==> src/rtl/mmcm_drp_ctrl.sv <==
// Run-time CLKOUT0 divide reprogramming for MMCME2_ADV via DRP read-modify-write.
// Holds the MMCM in reset across the DRP phase and reports completion once LOCKED returns.
module mmcm_drp_ctrl #(
    parameter logic [6:0]  CLKREG1_ADDR = 7'h08,
    parameter logic [6:0]  CLKREG2_ADDR = 7'h09,
    parameter int unsigned DRDY_TIMEOUT = 64,
    parameter int unsigned LOCK_TIMEOUT = 65536,
    parameter int unsigned RST_HOLD     = 8
) (
    input  logic        i_clock,
    input  logic        i_reset_n,
    input  logic        i_start,
    input  logic [7:0]  i_divide,
    output logic        o_busy,
    output logic        o_done,
    output logic        o_error,
    output logic        o_mmcm_rst,
    input  logic        i_mmcm_locked,
    output logic [6:0]  o_drp_daddr,
    output logic        o_drp_den,
    output logic        o_drp_dwe,
    output logic [15:0] o_drp_di,
    input  logic [15:0] i_drp_do,
    input  logic        i_drp_drdy
);

    localparam int unsigned MAX_A = (LOCK_TIMEOUT > DRDY_TIMEOUT) ? LOCK_TIMEOUT : DRDY_TIMEOUT;
    localparam int unsigned MAX_T = (MAX_A > RST_HOLD) ? MAX_A : RST_HOLD;
    localparam int unsigned TW    = $clog2(MAX_T + 1);

    typedef enum logic [3:0] {
        S_IDLE,
        S_HOLD_RST,
        S_RD1,
        S_WT_RD1,
        S_WR1,
        S_WT_WR1,
        S_RD2,
        S_WT_RD2,
        S_WR2,
        S_WT_WR2,
        S_WAIT_LOCK,
        S_DONE
    } state_t;

    state_t          r_state;
    state_t          w_next_state;
    logic [TW-1:0]   r_timer;
    logic [TW-1:0]   w_timer_next;
    logic [TW-1:0]   w_timer_inc;
    logic [7:0]      r_divide;
    logic [7:0]      w_divide_next;
    logic            w_error_next;
    logic            w_busy_next;
    logic            w_done_next;
    logic            w_rst_next;
    logic            w_den_next;
    logic            w_dwe_next;
    logic [6:0]      w_daddr_next;
    logic [15:0]     w_di_next;
    logic [1:0]      r_lock_sync;
    logic            w_drdy_to;
    logic            w_lock_to;
    logic            w_div_bad;
    logic            w_div_one;
    logic [5:0]      w_high;
    logic [5:0]      w_low;
    logic            w_edge;
    logic            w_no_count;
    logic [15:0]     w_di_reg1;
    logic [15:0]     w_di_reg2;

    // LOCKED is asynchronous to i_clock
    always_ff @(posedge i_clock or negedge i_reset_n) begin
        if (!i_reset_n) begin
            r_lock_sync <= 2'b00;
        end else begin
            r_lock_sync <= {r_lock_sync[0], i_mmcm_locked};
        end
    end

    // Divide field encoding; read data is merged into the untouched bits
    always_comb begin
        w_div_one  = (r_divide == 8'd1);
        w_high     = w_div_one ? 6'd1 : r_divide[6:1];
        w_low      = w_div_one ? 6'd1 : 6'(r_divide - {1'b0, r_divide[7:1]});
        w_edge     = w_div_one ? 1'b0 : r_divide[0];
        w_no_count = w_div_one;
        w_di_reg1  = (i_drp_do & 16'hF000) | {4'b0000, w_high, w_low};
        w_di_reg2  = (i_drp_do & 16'hFF3F) | {8'h00, w_edge, w_no_count, 6'b000000};
    end

    assign w_timer_inc = r_timer + TW'(1);
    assign w_drdy_to   = (r_timer == TW'(DRDY_TIMEOUT - 1));
    assign w_lock_to   = (r_timer == TW'(LOCK_TIMEOUT - 1));
    assign w_div_bad   = (i_divide == 8'd0) || (i_divide > 8'd64);

    always_ff @(posedge i_clock or negedge i_reset_n) begin
        if (!i_reset_n) begin
            r_state     <= S_IDLE;
            r_timer     <= '0;
            r_divide    <= 8'd0;
            o_error     <= 1'b0;
            o_busy      <= 1'b0;
            o_done      <= 1'b0;
            o_mmcm_rst  <= 1'b0;
            o_drp_den   <= 1'b0;
            o_drp_dwe   <= 1'b0;
            o_drp_daddr <= 7'd0;
            o_drp_di    <= 16'd0;
        end else begin
            r_state     <= w_next_state;
            r_timer     <= w_timer_next;
            r_divide    <= w_divide_next;
            o_error     <= w_error_next;
            o_busy      <= w_busy_next;
            o_done      <= w_done_next;
            o_mmcm_rst  <= w_rst_next;
            o_drp_den   <= w_den_next;
            o_drp_dwe   <= w_dwe_next;
            o_drp_daddr <= w_daddr_next;
            o_drp_di    <= w_di_next;
        end
    end

    // Next state; registered outputs are decoded from the next state so they align with r_state
    always_comb begin
        w_next_state  = r_state;
        w_timer_next  = '0;
        w_divide_next = r_divide;
        w_error_next  = o_error;
        w_den_next    = 1'b0;
        w_dwe_next    = 1'b0;
        w_daddr_next  = 7'd0;
        w_di_next     = 16'd0;

        unique case (r_state)
            S_IDLE: begin
                if (i_start) begin
                    w_divide_next = i_divide;
                    w_error_next  = w_div_bad;
                    if (!w_div_bad) begin
                        w_next_state = S_HOLD_RST;
                    end
                end
            end
            S_HOLD_RST: begin
                if (r_timer == TW'(RST_HOLD - 1)) begin
                    w_next_state = S_RD1;
                end else begin
                    w_timer_next = w_timer_inc;
                end
            end
            S_RD1: w_next_state = S_WT_RD1;
            S_WR1: w_next_state = S_WT_WR1;
            S_RD2: w_next_state = S_WT_RD2;
            S_WR2: w_next_state = S_WT_WR2;
            S_WT_RD1, S_WT_WR1, S_WT_RD2, S_WT_WR2: begin
                if (i_drp_drdy) begin
                    unique case (r_state)
                        S_WT_RD1: w_next_state = S_WR1;
                        S_WT_WR1: w_next_state = S_RD2;
                        S_WT_RD2: w_next_state = S_WR2;
                        default:  w_next_state = S_WAIT_LOCK;
                    endcase
                end else if (w_drdy_to) begin
                    w_error_next = 1'b1;
                    w_next_state = S_IDLE;
                end else begin
                    w_timer_next = w_timer_inc;
                end
            end
            S_WAIT_LOCK: begin
                if (r_lock_sync[1]) begin
                    w_next_state = S_DONE;
                end else if (w_lock_to) begin
                    w_error_next = 1'b1;
                    w_next_state = S_IDLE;
                end else begin
                    w_timer_next = w_timer_inc;
                end
            end
            S_DONE:  w_next_state = S_IDLE;
            default: w_next_state = S_IDLE;
        endcase

        unique case (w_next_state)
            S_RD1: begin
                w_den_next   = 1'b1;
                w_daddr_next = CLKREG1_ADDR;
            end
            S_WR1: begin
                w_den_next   = 1'b1;
                w_dwe_next   = 1'b1;
                w_daddr_next = CLKREG1_ADDR;
                w_di_next    = w_di_reg1;
            end
            S_RD2: begin
                w_den_next   = 1'b1;
                w_daddr_next = CLKREG2_ADDR;
            end
            S_WR2: begin
                w_den_next   = 1'b1;
                w_dwe_next   = 1'b1;
                w_daddr_next = CLKREG2_ADDR;
                w_di_next    = w_di_reg2;
            end
            default: ;
        endcase

        w_busy_next = (w_next_state != S_IDLE);
        w_done_next = (w_next_state == S_DONE);
        w_rst_next  = (w_next_state != S_IDLE) && (w_next_state != S_WAIT_LOCK) &&
                      (w_next_state != S_DONE);
    end

endmodule

==> config.mk <==
export PLATFORM = sky130hd
export DESIGN_NAME = mmcm_drp_ctrl
export DESIGN_NICKNAME = d
export VERILOG_FILES = /design/src/rtl/mmcm_drp_ctrl.sv
export SDC_FILE = /design/constraint.sdc
export NUM_CORES = 1
export LEC_CHECK = 0
export CORE_MARGIN = 2
export CORE_UTILIZATION = 51
export CTS_CLUSTER_DIAMETER = 200
export DETAILED_ROUTE_END_ITERATION = 12
export PLACE_DENSITY = 0.81
export SYNTH_ARGS = -nofsm -noshare
export SYNTH_HDL_FRONTEND = slang
export SYNTH_SLANG_ARGS = --single-unit
==> constraint.sdc <==
create_clock -name i_clock -period 3.9 [get_ports i_clock]
set_clock_uncertainty 0.2 [all_clocks]
set_input_delay 1.17 -clock i_clock [delete_from_list [all_inputs] [get_ports i_clock]]
set_output_delay 1.17 -clock i_clock [all_outputs]
set_load 0.05 [all_outputs]
==> Implementation_results.wiki, run 1 <==
{| class="wikitable"
! Metric !! Value
|-
| Synth warn || 0
|-
| Number of buffers inserted to repair setup after CTS || 0
|-
| Total Die Area || 6140 µm²
|-
| Biggest area contributors in the synthesized netlist || sky130_fd_sc_hd__dfrtp_1 (49%), sky130_fd_sc_hd__nor2_1 (5.1%), sky130_fd_sc_hd__ha_1 (4.9%), sky130_fd_sc_hd__mux2_2 (3.2%), sky130_fd_sc_hd__nand2_1 (2.9%)
|-
| Pin slew with the least headroom to its limit || roughly 0.67 ns
|-
| Half-perimeter wire length of the detailed placement result || 3830 µm
|-
| Critical Path RT || 3.89 ns
|-
| Final weighted congestion in routability-driven placement || 0.876
|-
| Fillers || 444
|-
| Top-level I/O count || a little under 60
|-
| Worst skew pair latency || 0.30 ns
|-
| Setup repair after global routing missed its margin || no
|-
| Total number of vias || 2116
|-
| Syn Area/Cell || approximately 10 µm²
|-
| Maximum number of pins on one net before global-route repair || 56
|-
| Sequence of cells on the critical path || ha_1, nand3_2, nor2b_1, nand2_1, nor2_1, ha_1, nor2b_1, o21ai_0, a31oi_1, o2111ai_2, or3_4, a21boi_4
|-
| Power density over cell area || 756 nW/µm²
|-
| CTS root buffer || sky130_fd_sc_hd__clkbuf_8
|-
| Minimum hold slack || 0.160 ns
|-
| CP endpoint kind || register
|-
| Cts bufs inserted || 5
|-
| Average via count per standard cell || 5.33
|-
| VDD IR max || 411 µV
|-
| Top delay family on crit path || simple AND/OR/NAND/NOR gates
|-
| # rows || 27
|-
| Category of the worst setup path launch point || register
|-
| Vertical die dimension || ~78 µm
|-
| CTS max path bufs || 2
|-
| Post-route setup slack || 0.653 ns
|-
| Area Growth Syn to Fin || 24.1%
|-
| Share of post-route cells with drive strength above 1 || 11.1%
|-
| Number of antenna violations at the first check in global routing || 0
|-
| Async set-or-reset flop fraction in the synthesized netlist || 100%
|-
| Number of nets in the layout || 365
|-
| Iteration count of the initial detailed-routing pass || 4
|-
| Cell Area, Synth || 2820 µm²
|-
| Leading area contributor after synthesis || sky130_fd_sc_hd__dfrtp_1
|-
| # diodes || 0
|-
| Highest-delay cell along the critical path || sky130_fd_sc_hd__dfrtp_1
|-
| Worst min path class || reg -> reg
|-
| Worst path arrival time || 3.24 ns
|-
| Place WS || 0.486 ns
|-
| Clock tree from TritonCTS || built
|-
| Part of the cycle the worst path needs || 83.3%
|-
| Gates resized, CTS repair || 0
|-
| Total routed wirelength || 5420 µm
|-
| GR Util All Layers || 19.2%
|-
| Sink Count || 55
|-
| Count of unique library cells instantiated by Yosys || 52
|-
| Sequential share of the synthesized area || around 50%
|-
| Horiz. Die Dim || about 80 µm
|-
| Final Max Slew Viols || 0
|-
| Post-synthesis cell count || 273
|-
| Sum of buffers and inverters on the critical path || 0
|-
| Global-route wire length before repair || 9320 µm
|-
| Max-capacitance violation count || 0
|-
| Average wire per cell in the routed design || 13.7 µm
|-
| Final setup violation count || 0
|-
| Leftover overflow at the end of global routing || 0
|-
| Dominant register cell in the synthesized netlist || sky130_fd_sc_hd__dfrtp_1
|-
| Area share of the leading cell type in the synthesized netlist || around 49%
|-
| Core outline area || 5440 µm²
|-
| Minimum clock period || 3.25 ns
|-
| Number of flip-flops and latches in the synthesized netlist || between 50 and 60
|-
| Top achievable clock speed || 308 MHz
|-
| Number of global-route vias before repair || 2026
|-
| Crit-path max FO || 6
|-
| Hold buffer count at cts || 0
|-
| Result of the run || completed
|-
| Remaining antenna violation count || 0
|-
| Worst Setup Path Type || reg -> reg
|-
| Clock-pin slew reported for the worst setup and hold paths after clock tree synthesis || 0.09 ns
|-
| Number of port buffers || 50
|-
| Normalized max-slew margin || 55.1%
|-
| Number of flops mapped to enable cells by yosys || 0
|-
| Multi-input gate area || 1320 µm²
|-
| Initial cell density of the core || between 50% and 60%
|-
| Violation count after the first detailed-routing iteration || 155
|-
| H-tree levels || 2
|-
| P_leak || 1.55 nW
|-
| Hold violation count in the final report || 0
|-
| Seq. cell area || 1380 µm²
|-
| Total DRC errors in the routed layout || 0
|-
| Accumulated negative setup slack || 0 ns
|-
| Max incr delay on CP || 0.40 ns
|}
==> cells in the final DEF (no fill, tap or decap), types with 3 or more instances in the layout <==
cell type                         Yosys  routed
sky130_fd_sc_hd__a22oi_1              3       3
sky130_fd_sc_hd__and3_1              10      10
sky130_fd_sc_hd__or3_1                3       3
sky130_fd_sc_hd__conb_1               1       5
sky130_fd_sc_hd__mux2_2               8       8
sky130_fd_sc_hd__dfrtp_1             55      55
sky130_fd_sc_hd__ha_1                11      11
sky130_fd_sc_hd__xor2_1               9       9
sky130_fd_sc_hd__nor2_1              38      38
sky130_fd_sc_hd__clkbuf_8             0       5
sky130_fd_sc_hd__buf_4                5       4
sky130_fd_sc_hd__o21ai_0             10      10
sky130_fd_sc_hd__xnor2_1              9       9
sky130_fd_sc_hd__a21oi_1              5       5
sky130_fd_sc_hd__nor2b_1              5       5
sky130_fd_sc_hd__nand3_1              7       7
sky130_fd_sc_hd__nand2_1             22      22
sky130_fd_sc_hd__a32oi_1              7       7
sky130_fd_sc_hd__clkdlybuf4s50_1      0      49
sky130_fd_sc_hd__inv_1               15      15
==> worst reg2reg max path, stage by stage, from the launching register on <==
cell and delay, ns:
sky130_fd_sc_hd__dfrtp_1 0.40, sky130_fd_sc_hd__ha_1 0.26, sky130_fd_sc_hd__nand3_2 0.19, sky130_fd_sc_hd__nor2b_1 0.30
sky130_fd_sc_hd__nand2_1 0.09, sky130_fd_sc_hd__nor2_1 0.15, sky130_fd_sc_hd__ha_1 0.19, sky130_fd_sc_hd__nor2b_1 0.22
sky130_fd_sc_hd__o21ai_0 0.12, sky130_fd_sc_hd__a31oi_1 0.32, sky130_fd_sc_hd__o2111ai_2 0.20, sky130_fd_sc_hd__or3_4 0.36
sky130_fd_sc_hd__a21boi_4 0.14
==> sequential cells by signal (all words and copies together) (netlist names) <==
signal / count
o_error: 1
o_busy: 1
r_state: 4
r_divide: 8
o_drp_di: 16
o_drp_den: 1
o_mmcm_rst: 1
r_timer: 17
o_done: 1
o_drp_daddr: 2
r_lock_sync: 2
o_drp_dwe: 1
==> power breakdown <==
group	leakage, nW	total, W	switching [W]	internal (W)
combinational	0.764	0.00136	0.000807	0.000549
clock	0.0644	0.000436	0.000180	0.000256
sequential	0.721	0.000856	0.000141	0.000715
==> cells by family after synthesis <==
family          after synthesis  synth area share [%]
xor+xnor                     18                  5.59
mux                           9                  3.55
compound gates               42                  11.5
flops                        55                  48.8
other cells                   1                 0.133
buf+inv                      29                  5.10
simple gates                107                  19.7
fa+ha+maj                    12                  5.59
==> synth_stat cells, types with 2 or more instances <==
master	count
sky130_fd_sc_hd__nand3_1	7
sky130_fd_sc_hd__inv_1	15
sky130_fd_sc_hd__a21oi_1	5
sky130_fd_sc_hd__xnor2_1	9
sky130_fd_sc_hd__a32oi_1	7
sky130_fd_sc_hd__nor4_1	2
sky130_fd_sc_hd__dfrtp_1	55
sky130_fd_sc_hd__nor3_2	2
sky130_fd_sc_hd__mux2_2	8
sky130_fd_sc_hd__nand2_1	22
sky130_fd_sc_hd__buf_4	5
sky130_fd_sc_hd__and3_1	10
sky130_fd_sc_hd__a31oi_1	2
sky130_fd_sc_hd__nand4_1	2
sky130_fd_sc_hd__xor2_1	9
sky130_fd_sc_hd__a211oi_2	2
sky130_fd_sc_hd__nand3_2	2
sky130_fd_sc_hd__nor2b_1	5
sky130_fd_sc_hd__ha_1	11
sky130_fd_sc_hd__nor2_1	38
sky130_fd_sc_hd__o21ai_0	10
sky130_fd_sc_hd__buf_2	7
sky130_fd_sc_hd__nand2b_1	2
sky130_fd_sc_hd__nor4_2	2
sky130_fd_sc_hd__or3_1	3
sky130_fd_sc_hd__o211ai_1	2
sky130_fd_sc_hd__a22oi_1	3
sky130_fd_sc_hd__nor3_1	2
==> stage by stage <==
stage	power (W)	util (%)	std cells	cell area [µm²]
final	0.00265	64.3	397	3500
after global routing	0.00283	64.3	397	3500
after CTS	0.00265	64.3	397	3500
after detailed placement	0.00220	61.8	389	3360
after global placement	0.00217	61.8	389	3360
after floorplan	0.00185	-	277	2840
==> final timing paths <==
path / from / to / slack [ns] / cells after the start
min in group asynchronous: i_reset_n / r_timer[1] / 0.78 / 2
min reg2reg: r_lock_sync[0] / r_lock_sync[1] / 0.16 / 0
max reg2reg: r_timer[0] / o_mmcm_rst / 0.65 / 12
max in group asynchronous: i_reset_n / r_state[3] / 2.28 / 2
max: r_timer[0] / o_mmcm_rst / 0.65 / 12
min: r_lock_sync[0] / r_lock_sync[1] / 0.16 / 0
==> per-layer routing <==
| metal | track usage (%) | part of all wire, % | vias up |
|---|---|---|---|
| li1 | - | - | 1040 |
| met1 | 27.2 | 47 | 996 |
| met2 | 29.9 | 46 | 71 |
| met3 | 4.02 | 5.6 | 9 |
| met4 | 5.96 | 1.5 | 0 |
| met5 | 0 | 0 | - |
==> layout make-up <==
type / count / area share, %
flip-flops and latches: 55 / 39.3
multi-input cells: 193 / 37.6
repair buffers: 54 / 15.0
well taps: 72 / 2.57
clock buffers: 5 / 1.97
clock inverters: 3 / 1.93
inverters: 15 / 1.61
Note: power is estimated with default switching activity, not from simulation.
==> run 2: changes to the inputs <==
--- a/config.mk
+++ b/config.mk
@@ -6,10 +6,10 @@
 export NUM_CORES = 1
 export LEC_CHECK = 0
 export CORE_MARGIN = 2
-export CORE_UTILIZATION = 51
+export CORE_UTILIZATION = 46
 export CTS_CLUSTER_DIAMETER = 200
 export DETAILED_ROUTE_END_ITERATION = 12
-export PLACE_DENSITY = 0.81
+export PLACE_DENSITY = 0.77
 export SYNTH_ARGS = -nofsm -noshare
 export SYNTH_HDL_FRONTEND = slang
 export SYNTH_SLANG_ARGS = --single-unit
==> constraint.sdc (replaced) <==
create_clock -name i_clock -period 2.8 [get_ports i_clock]
set_clock_uncertainty 0.2 [all_clocks]
set_input_delay 0.84 -clock i_clock [delete_from_list [all_inputs] [get_ports i_clock]]
set_output_delay 0.84 -clock i_clock [all_outputs]
set_load 0.05 [all_outputs]
==> Implementation_results.wiki, run 2 (synthesis results as in run 1) <==
{| class="wikitable"
! Metric !! Value
|-
| # diodes || 0
|-
| Number of antenna violations at the first check in global routing || 0
|-
| Worst path arrival time || 2.69 ns
|-
| Part of the cycle the worst path needs || 95.7%
|-
| Top achievable clock speed || 373 MHz
|-
| Final Max Slew Viols || 0
|-
| GR Util All Layers || 17.5%
|-
| Normalized max-slew margin || 66.6%
|-
| Clock network fraction of total power || approximately an eighth
|-
| Initial cell density of the core || 47.6%
|-
| Internal Dissipation || 0.00198 W
|-
| Startpoint of the worst-slack reg-to-reg timing path || r_timer[4]
|-
| Hold Path Depth || 0
|-
| Iteration count of the initial detailed-routing pass || 4
|-
| Sequential share of power || 33.6%
|-
| Placed Cells || slightly above 400
|-
| Fillers || around 460
|-
| Top-level I/O count || 58
|-
| Final std cells w/o fill || 426
|-
| Sink Count || 55
|-
| Combinational share of power || 54.4%
|-
| Share of post-route cells with drive strength above 1 || 19.4%
|-
| Final weighted congestion in routability-driven placement || 0.878
|-
| Core outline area || 5920 µm²
|-
| Number of global-route vias before repair || 2059
|-
| Pin slew with the least headroom to its limit || between 0.5 and 0.6 ns
|-
| Commonest cells after routing, fill and taps aside || sky130_fd_sc_hd__dfrtp_1 (55), sky130_fd_sc_hd__clkdlybuf4s50_1 (49), sky130_fd_sc_hd__nor2_1 (37)
|-
| Maximum number of pins on one net before global-route repair || 22
|-
| Largest registers in the final layout || r_timer x17, o_drp_di x16, r_divide x8
|-
| Place WS || -0.293 ns
|-
| Total Die Area || about 6800 µm²
|-
| Average wire per cell in the routed design || roughly 13 µm
|-
| Remaining antenna violation count || 0
|-
| Worst Setup Path Type || reg -> reg
|-
| Max-capacitance violation count || 0
|-
| Critical Path RT || between 2 and 3 ns
|-
| Result of the run || completed
|-
| Most frequent standard cell in the layout excluding fill and tap cells || sky130_fd_sc_hd__dfrtp_1
|-
| Clock tree from TritonCTS || built
|-
| Clock-pin slew reported for the worst setup and hold paths after clock tree synthesis || roughly 0.1 ns
|-
| Leftover overflow at the end of global routing || 0
|-
| Violation count after the first detailed-routing iteration || approximately 110
|-
| # rows || 28
|-
| Max FFs per register || 17
|-
| Cts bufs inserted || 5
|-
| Total DRC errors in the routed layout || 0
|-
| Crit-path max FO || 3
|-
| Worst skew pair latency || 0.31 ns
|-
| Cells on worst reg2reg path || 12
|-
| Half-perimeter wire length of the detailed placement result || 4210 µm
|-
| Worst setup slack for register-to-register paths || between 0.1 and 0.15 ns
|-
| Number of nets in the layout || roughly 400
|-
| Switching power || 0.00157 W
|-
| Horiz. Die Dim || 82.3 µm
|-
| Post-route setup slack || 0.121 ns
|-
| Worst min path class || reg -> reg
|-
| CTS root buffer || sky130_fd_sc_hd__clkbuf_8
|-
| Multi-input gate area || 1350 µm²
|-
| Power density over cell area || 963 nW/µm²
|-
| Minimum clock period || 2.68 ns
|-
| CP endpoint kind || register
|-
| Area Growth Syn to Fin || 30.6%
|-
| P_leak || 1.65 nW
|-
| Total design power || about 0.0035 W
|-
| Total routed wirelength || 5570 µm
|-
| Total number of vias || 2188
|-
| Hold Crit Start || r_lock_sync[0]
|-
| Seq. cell area || 1380 µm²
|-
| Crit. Startpoint || r_timer[4]
|-
| Register name with the most flops || r_timer
|-
| Number of port buffers || 50
|-
| Category of the worst setup path launch point || register
|-
| H-tree levels || 2
|-
| Average via count per standard cell || 5.14
|-
| Hold violation count in the final report || 0
|-
| CTS max path bufs || 2
|-
| Vertical die dimension || 82.3 µm
|-
| Global-route wire length before repair || 9210 µm
|-
| Net switching share of the total power || 44.2%
|-
| Final setup violation count || 0
|-
| VDD IR max || 631 µV
|}
==> run 2: cell count changes in the layout (fill, tap and decap cells not counted), sizes merged <==
cell,previous run,this run
clkinvlp,1,2
clkinv,0,1
bufinv,2,0
buf,5,31
==> run 2: cell type report <==
type,instances,area share [%]
Sequential cell,55,37.4
Timing Repair Buffer,80,19.6
Clock inverter,3,0.544
Tap cell,75,2.55
Inverter,15,1.53
Multi-Input combinational cell,193,36.6
Clock buffer,5,1.87
==> run 2: final timing paths <==
kind | to
hold / removal | r_lock_sync[1]
min in group asynchronous | r_timer[1]
max in group asynchronous | r_timer[11]
hold reg to reg | r_lock_sync[1]
setup reg to reg | o_mmcm_rst
setup / recovery | o_mmcm_rst
==> run 2: metal layers <==
metal  part of all wire (%)  track usage [%]
met1                     48             25.1
met2                     46             27.4
met3                    4.5             1.96
met4                    1.5             6.67
met5                      0                0
==> run 2: timing repair <==
item | CTS | global route
hold buffers | 0 | 0
setup endpoints to repair | 0 | 4
gates resized for setup | 0 | 8
setup buffers | 0 | 5
endpoints found under the hold margin | 0 | 0
==> run 2: stage by stage <==
| stage | cell area, µm² | hold WS [ns] | setup TNS [ns] | utilization, % |
|---|---|---|---|---|
| global route | 3680 | 0.164 | -0.0442 | 62.2 |
| floorplan | 2840 | 0.131 | 0 | - |
| CTS | 3620 | 0.160 | 0 | 61.1 |
| global placement | 3530 | 0.134 | -1.26 | 59.6 |
| detailed placement | 3530 | 0.138 | -1.65 | 59.6 |
| finish | 3680 | 0.157 | 0 | 62.2 |
==> run 2: power by group through the flow <==
stage	logic, W	registers, W	clock network, W
6_report	0.00193	0.00119	0.000427
2_1_floorplan	0.00112	0.00145	0
4_1_cts	0.00191	0.00119	0.000445
3_3_place_gp	0.00189	0.00119	0
3_5_place_dp	0.00190	0.00120	0
5_1_grt	0.00214	0.00122	0.000476
==> run 2: critical path, stage by stage, from the launching register on <==
cell                        delay (ns)
sky130_fd_sc_hd__dfrtp_1          0.39
sky130_fd_sc_hd__and3_4           0.19
sky130_fd_sc_hd__nand3_2          0.09
sky130_fd_sc_hd__nor2b_2          0.14
sky130_fd_sc_hd__nand2_1          0.07
sky130_fd_sc_hd__nor2_2           0.13
sky130_fd_sc_hd__ha_2             0.19
sky130_fd_sc_hd__nor2b_4          0.14
sky130_fd_sc_hd__o21ai_1          0.06
sky130_fd_sc_hd__a31oi_1          0.29
sky130_fd_sc_hd__o2111ai_2        0.18
sky130_fd_sc_hd__or3_4            0.35
sky130_fd_sc_hd__a21boi_4         0.14
==> run 3: changes to the inputs <==
--- a/config.mk
+++ b/config.mk
@@ -5,11 +5,11 @@
 export SDC_FILE = /design/constraint.sdc
 export NUM_CORES = 1
 export LEC_CHECK = 0
-export CORE_MARGIN = 2
-export CORE_UTILIZATION = 46
+export CORE_MARGIN = 4
+export CORE_UTILIZATION = 54
 export CTS_CLUSTER_DIAMETER = 200
 export DETAILED_ROUTE_END_ITERATION = 12
-export PLACE_DENSITY = 0.77
+export PLACE_DENSITY = 0.85
 export SYNTH_ARGS = -nofsm -noshare
 export SYNTH_HDL_FRONTEND = slang
 export SYNTH_SLANG_ARGS = --single-unit
==> constraint.sdc (replaced) <==
create_clock -name i_clock -period 3.4 [get_ports i_clock]
set_clock_uncertainty 0.2 [all_clocks]
set_input_delay 1.02 -clock i_clock [delete_from_list [all_inputs] [get_ports i_clock]]
set_output_delay 1.02 -clock i_clock [all_outputs]
set_load 0.05 [all_outputs]
==> Implementation_results.wiki, run 3 (synthesis results as in run 1) <==
{| class="wikitable"
! Metric !! Value
|-
| Result of the run || completed
|-
| Number of global-route vias before repair || between 2000 and 2500
|-
| Hold Path Depth || 0
|-
| Crit-path max FO || 6
|-
| Final setup violation count || 0
|-
| Final Max Slew Viols || 0
|-
| Average via count per standard cell || ~5.4
|-
| Remaining antenna violation count || 0
|-
| Clock-pin slew reported for the worst setup and hold paths after clock tree synthesis || approximately 0.1 ns
|-
| Total routed wirelength || 5420 µm
|-
| Half-perimeter wire length of the detailed placement result || 4090 µm
|-
| Number of antenna violations at the first check in global routing || 0
|-
| Cts bufs inserted || 5
|-
| Pin slew with the least headroom to its limit || 0.652 ns
|-
| VDD IR max || 407 µV
|-
| Largest registers in the final layout || r_timer x17, o_drp_di x16, r_divide x8
|-
| Violation count after the first detailed-routing iteration || between 100 and 150
|-
| Top delay family on crit path || simple AND/OR/NAND/NOR gates
|-
| Hold Crit Start || r_lock_sync[0]
|-
| Max-capacitance violation count || 0
|-
| Average wire per cell in the routed design || 13.6 µm
|-
| Horiz. Die Dim || 80.3 µm
|-
| CTS max path bufs || 2
|-
| Sequence of cells on the critical path || ha_1, nand3_2, nor2b_1, nand2_1, nor2_1, ha_1, nor2b_1, o21ai_0, a31oi_1, o2111ai_2, or3_4, a21boi_4
|-
| Vertical die dimension || about 80 µm
|-
| Met2 Use GR || between 20% and 30%
|-
| Total DRC errors in the routed layout || 0
|-
| Accumulated negative setup slack || 0 ns
|-
| Commonest cells after routing, fill and taps aside || sky130_fd_sc_hd__dfrtp_1 (55), sky130_fd_sc_hd__clkdlybuf4s50_1 (49), sky130_fd_sc_hd__nor2_1 (38)
|-
| Clock tree from TritonCTS || built
|-
| Worst path arrival time || just over 3 ns
|-
| Maximum number of pins on one net before global-route repair || 56
|-
| Initial cell density of the core || between 50% and 60%
|-
| Worst skew pair latency || 0.31 ns
|-
| Power density over cell area || roughly 840 nW/µm²
|-
| CP endpoint kind || register
|-
| H-tree levels || 2
|-
| Leftover overflow at the end of global routing || 0
|-
| Cells on worst reg2reg path || 12
|-
| Core outline area || about 5100 µm²
|-
| Minimum clock period || 3.12 ns
|-
| Top achievable clock speed || 321 MHz
|-
| Part of the cycle the worst path needs || about nine tenths
|-
| Worst Setup Path Type || reg -> reg
|-
| Number of buffers inserted to repair setup after CTS || 0
|-
| Normalized max-slew margin || 56.5%
|-
| Sink Count || 55
|-
| CTS root buffer || sky130_fd_sc_hd__clkbuf_8
|-
| Setup repair after global routing missed its margin || no
|-
| Top-level I/O count || 58
|-
| Startpoint of the worst-slack reg-to-reg timing path || r_timer[0]
|-
| Max FFs per register || 17
|-
| Worst min path class || reg -> reg
|-
| Number of port buffers || 50
|-
| Critical Path RT || 3.39 ns
|-
| Fillers || 391
|-
| Global-route wire length before repair || 9440 µm
|-
| Met3 Usage GRT || about 3.7%
|-
| Global routing usage on met1 || 26.8%
|-
| Number of nets in the layout || 367
|-
| Sum of buffers and inverters on the critical path || 0
|-
| Category of the worst setup path launch point || register
|-
| # diodes || 0
|-
| Crit. Startpoint || r_timer[0]
|-
| P_leak || 1.54 nW
|-
| Area Growth Syn to Fin || 23.0%
|-
| Total Die Area || 6440 µm²
|-
| Most heavily used metal layer in global routing || met2
|-
| Iteration count of the initial detailed-routing pass || 4
|-
| Hold buffer count at cts || 0
|-
| Total number of cells along the worst setup path || 12
|-
| # rows || 26
|-
| Max incr delay on CP || 0.40 ns
|-
| Final weighted congestion in routability-driven placement || 0.896
|-
| Most frequent standard cell in the layout excluding fill and tap cells || sky130_fd_sc_hd__dfrtp_1
|-
| Gates resized, CTS repair || 0
|-
| Register name with the most flops || r_timer
|-
| Total design power || 0.00290 W
|-
| Hold violation count in the final report || 0
|-
| Total number of vias || 2145
|-
| Highest-delay cell along the critical path || sky130_fd_sc_hd__dfrtp_1
|-
| GR Util All Layers || 18.6%
|-
| Share of post-route cells with drive strength above 1 || between 10% and 20%
|}
## run 3: cell count changes in the layout (fill, tap and decap cells not counted), moves of 2 or more
cell                       delta
sky130_fd_sc_hd__nor2b_1      +2
sky130_fd_sc_hd__buf_4       -24
sky130_fd_sc_hd__ha_1         +2
sky130_fd_sc_hd__clkinv_4     +2
sky130_fd_sc_hd__ha_2         -2
## run 3: where the power goes
part | switching [W] | internal [W] | total (W)
sequential | 0.000157 | 0.000820 | 0.000977
combinational | 0.000933 | 0.000633 | 0.00157
clock | 0.000211 | 0.000147 | 0.000358
total | 0.00130 | 0.00160 | 0.00290
## run 3: cell type report
cell class	count	area [µm²]	area share, %
flip-flops and latches	55	1380	39.7
multi-input cells	193	1320	37.9
repair buffers	56	541	15.6
well taps	70	87.6	2.52
clock buffers	5	68.8	1.98
inverters	15	56.3	1.62
clock inverters	3	25.0	0.721
## run 3: through the flow
| stage | area, µm² | setup WS [ns] | util [%] | hold slack, ns | cells |
|---|---|---|---|---|---|
| floorplan | 2840 | 0.578 | - | 0.131 | 277 |
| global placement | 3380 | 0.155 | 66.5 | 0.133 | 389 |
| detailed placement | 3380 | 0.113 | 66.5 | 0.138 | 389 |
| CTS | 3470 | 0.283 | 68.4 | 0.161 | 397 |
| global route | 3470 | 0.115 | 68.4 | 0.169 | 397 |
| finish | 3470 | 0.280 | 68.4 | 0.157 | 397 |
## run 3: worst paths after layout
path,slack [ns],end
worst max register to register,0.28,o_mmcm_rst
max in group asynchronous,1.94,o_drp_di[15]
min in group asynchronous,0.62,o_drp_di[1]
worst min-delay path,0.16,r_lock_sync[1]
worst max-delay path,0.28,o_mmcm_rst
worst min register to register,0.16,r_lock_sync[1]
## run 3: routing by layer
metal / up-vias / share of wire [%]
met3: 9 / 4.9
met1: 1033 / 47
met4: 0 / 1.5
met5: - / 0
li1: 1042 / -
met2: 61 / 46
## run 3: worst reg2reg max path, stage by stage, from the launching register on
cell	delay, ns
sky130_fd_sc_hd__dfrtp_1	0.40
sky130_fd_sc_hd__ha_1	0.26
sky130_fd_sc_hd__nand3_2	0.19
sky130_fd_sc_hd__nor2b_1	0.21
sky130_fd_sc_hd__nand2_1	0.07
sky130_fd_sc_hd__nor2_1	0.15
sky130_fd_sc_hd__ha_1	0.21
sky130_fd_sc_hd__nor2b_1	0.23
sky130_fd_sc_hd__o21ai_0	0.10
sky130_fd_sc_hd__a31oi_1	0.30
sky130_fd_sc_hd__o2111ai_2	0.19
sky130_fd_sc_hd__or3_4	0.35
sky130_fd_sc_hd__a21boi_4	0.14
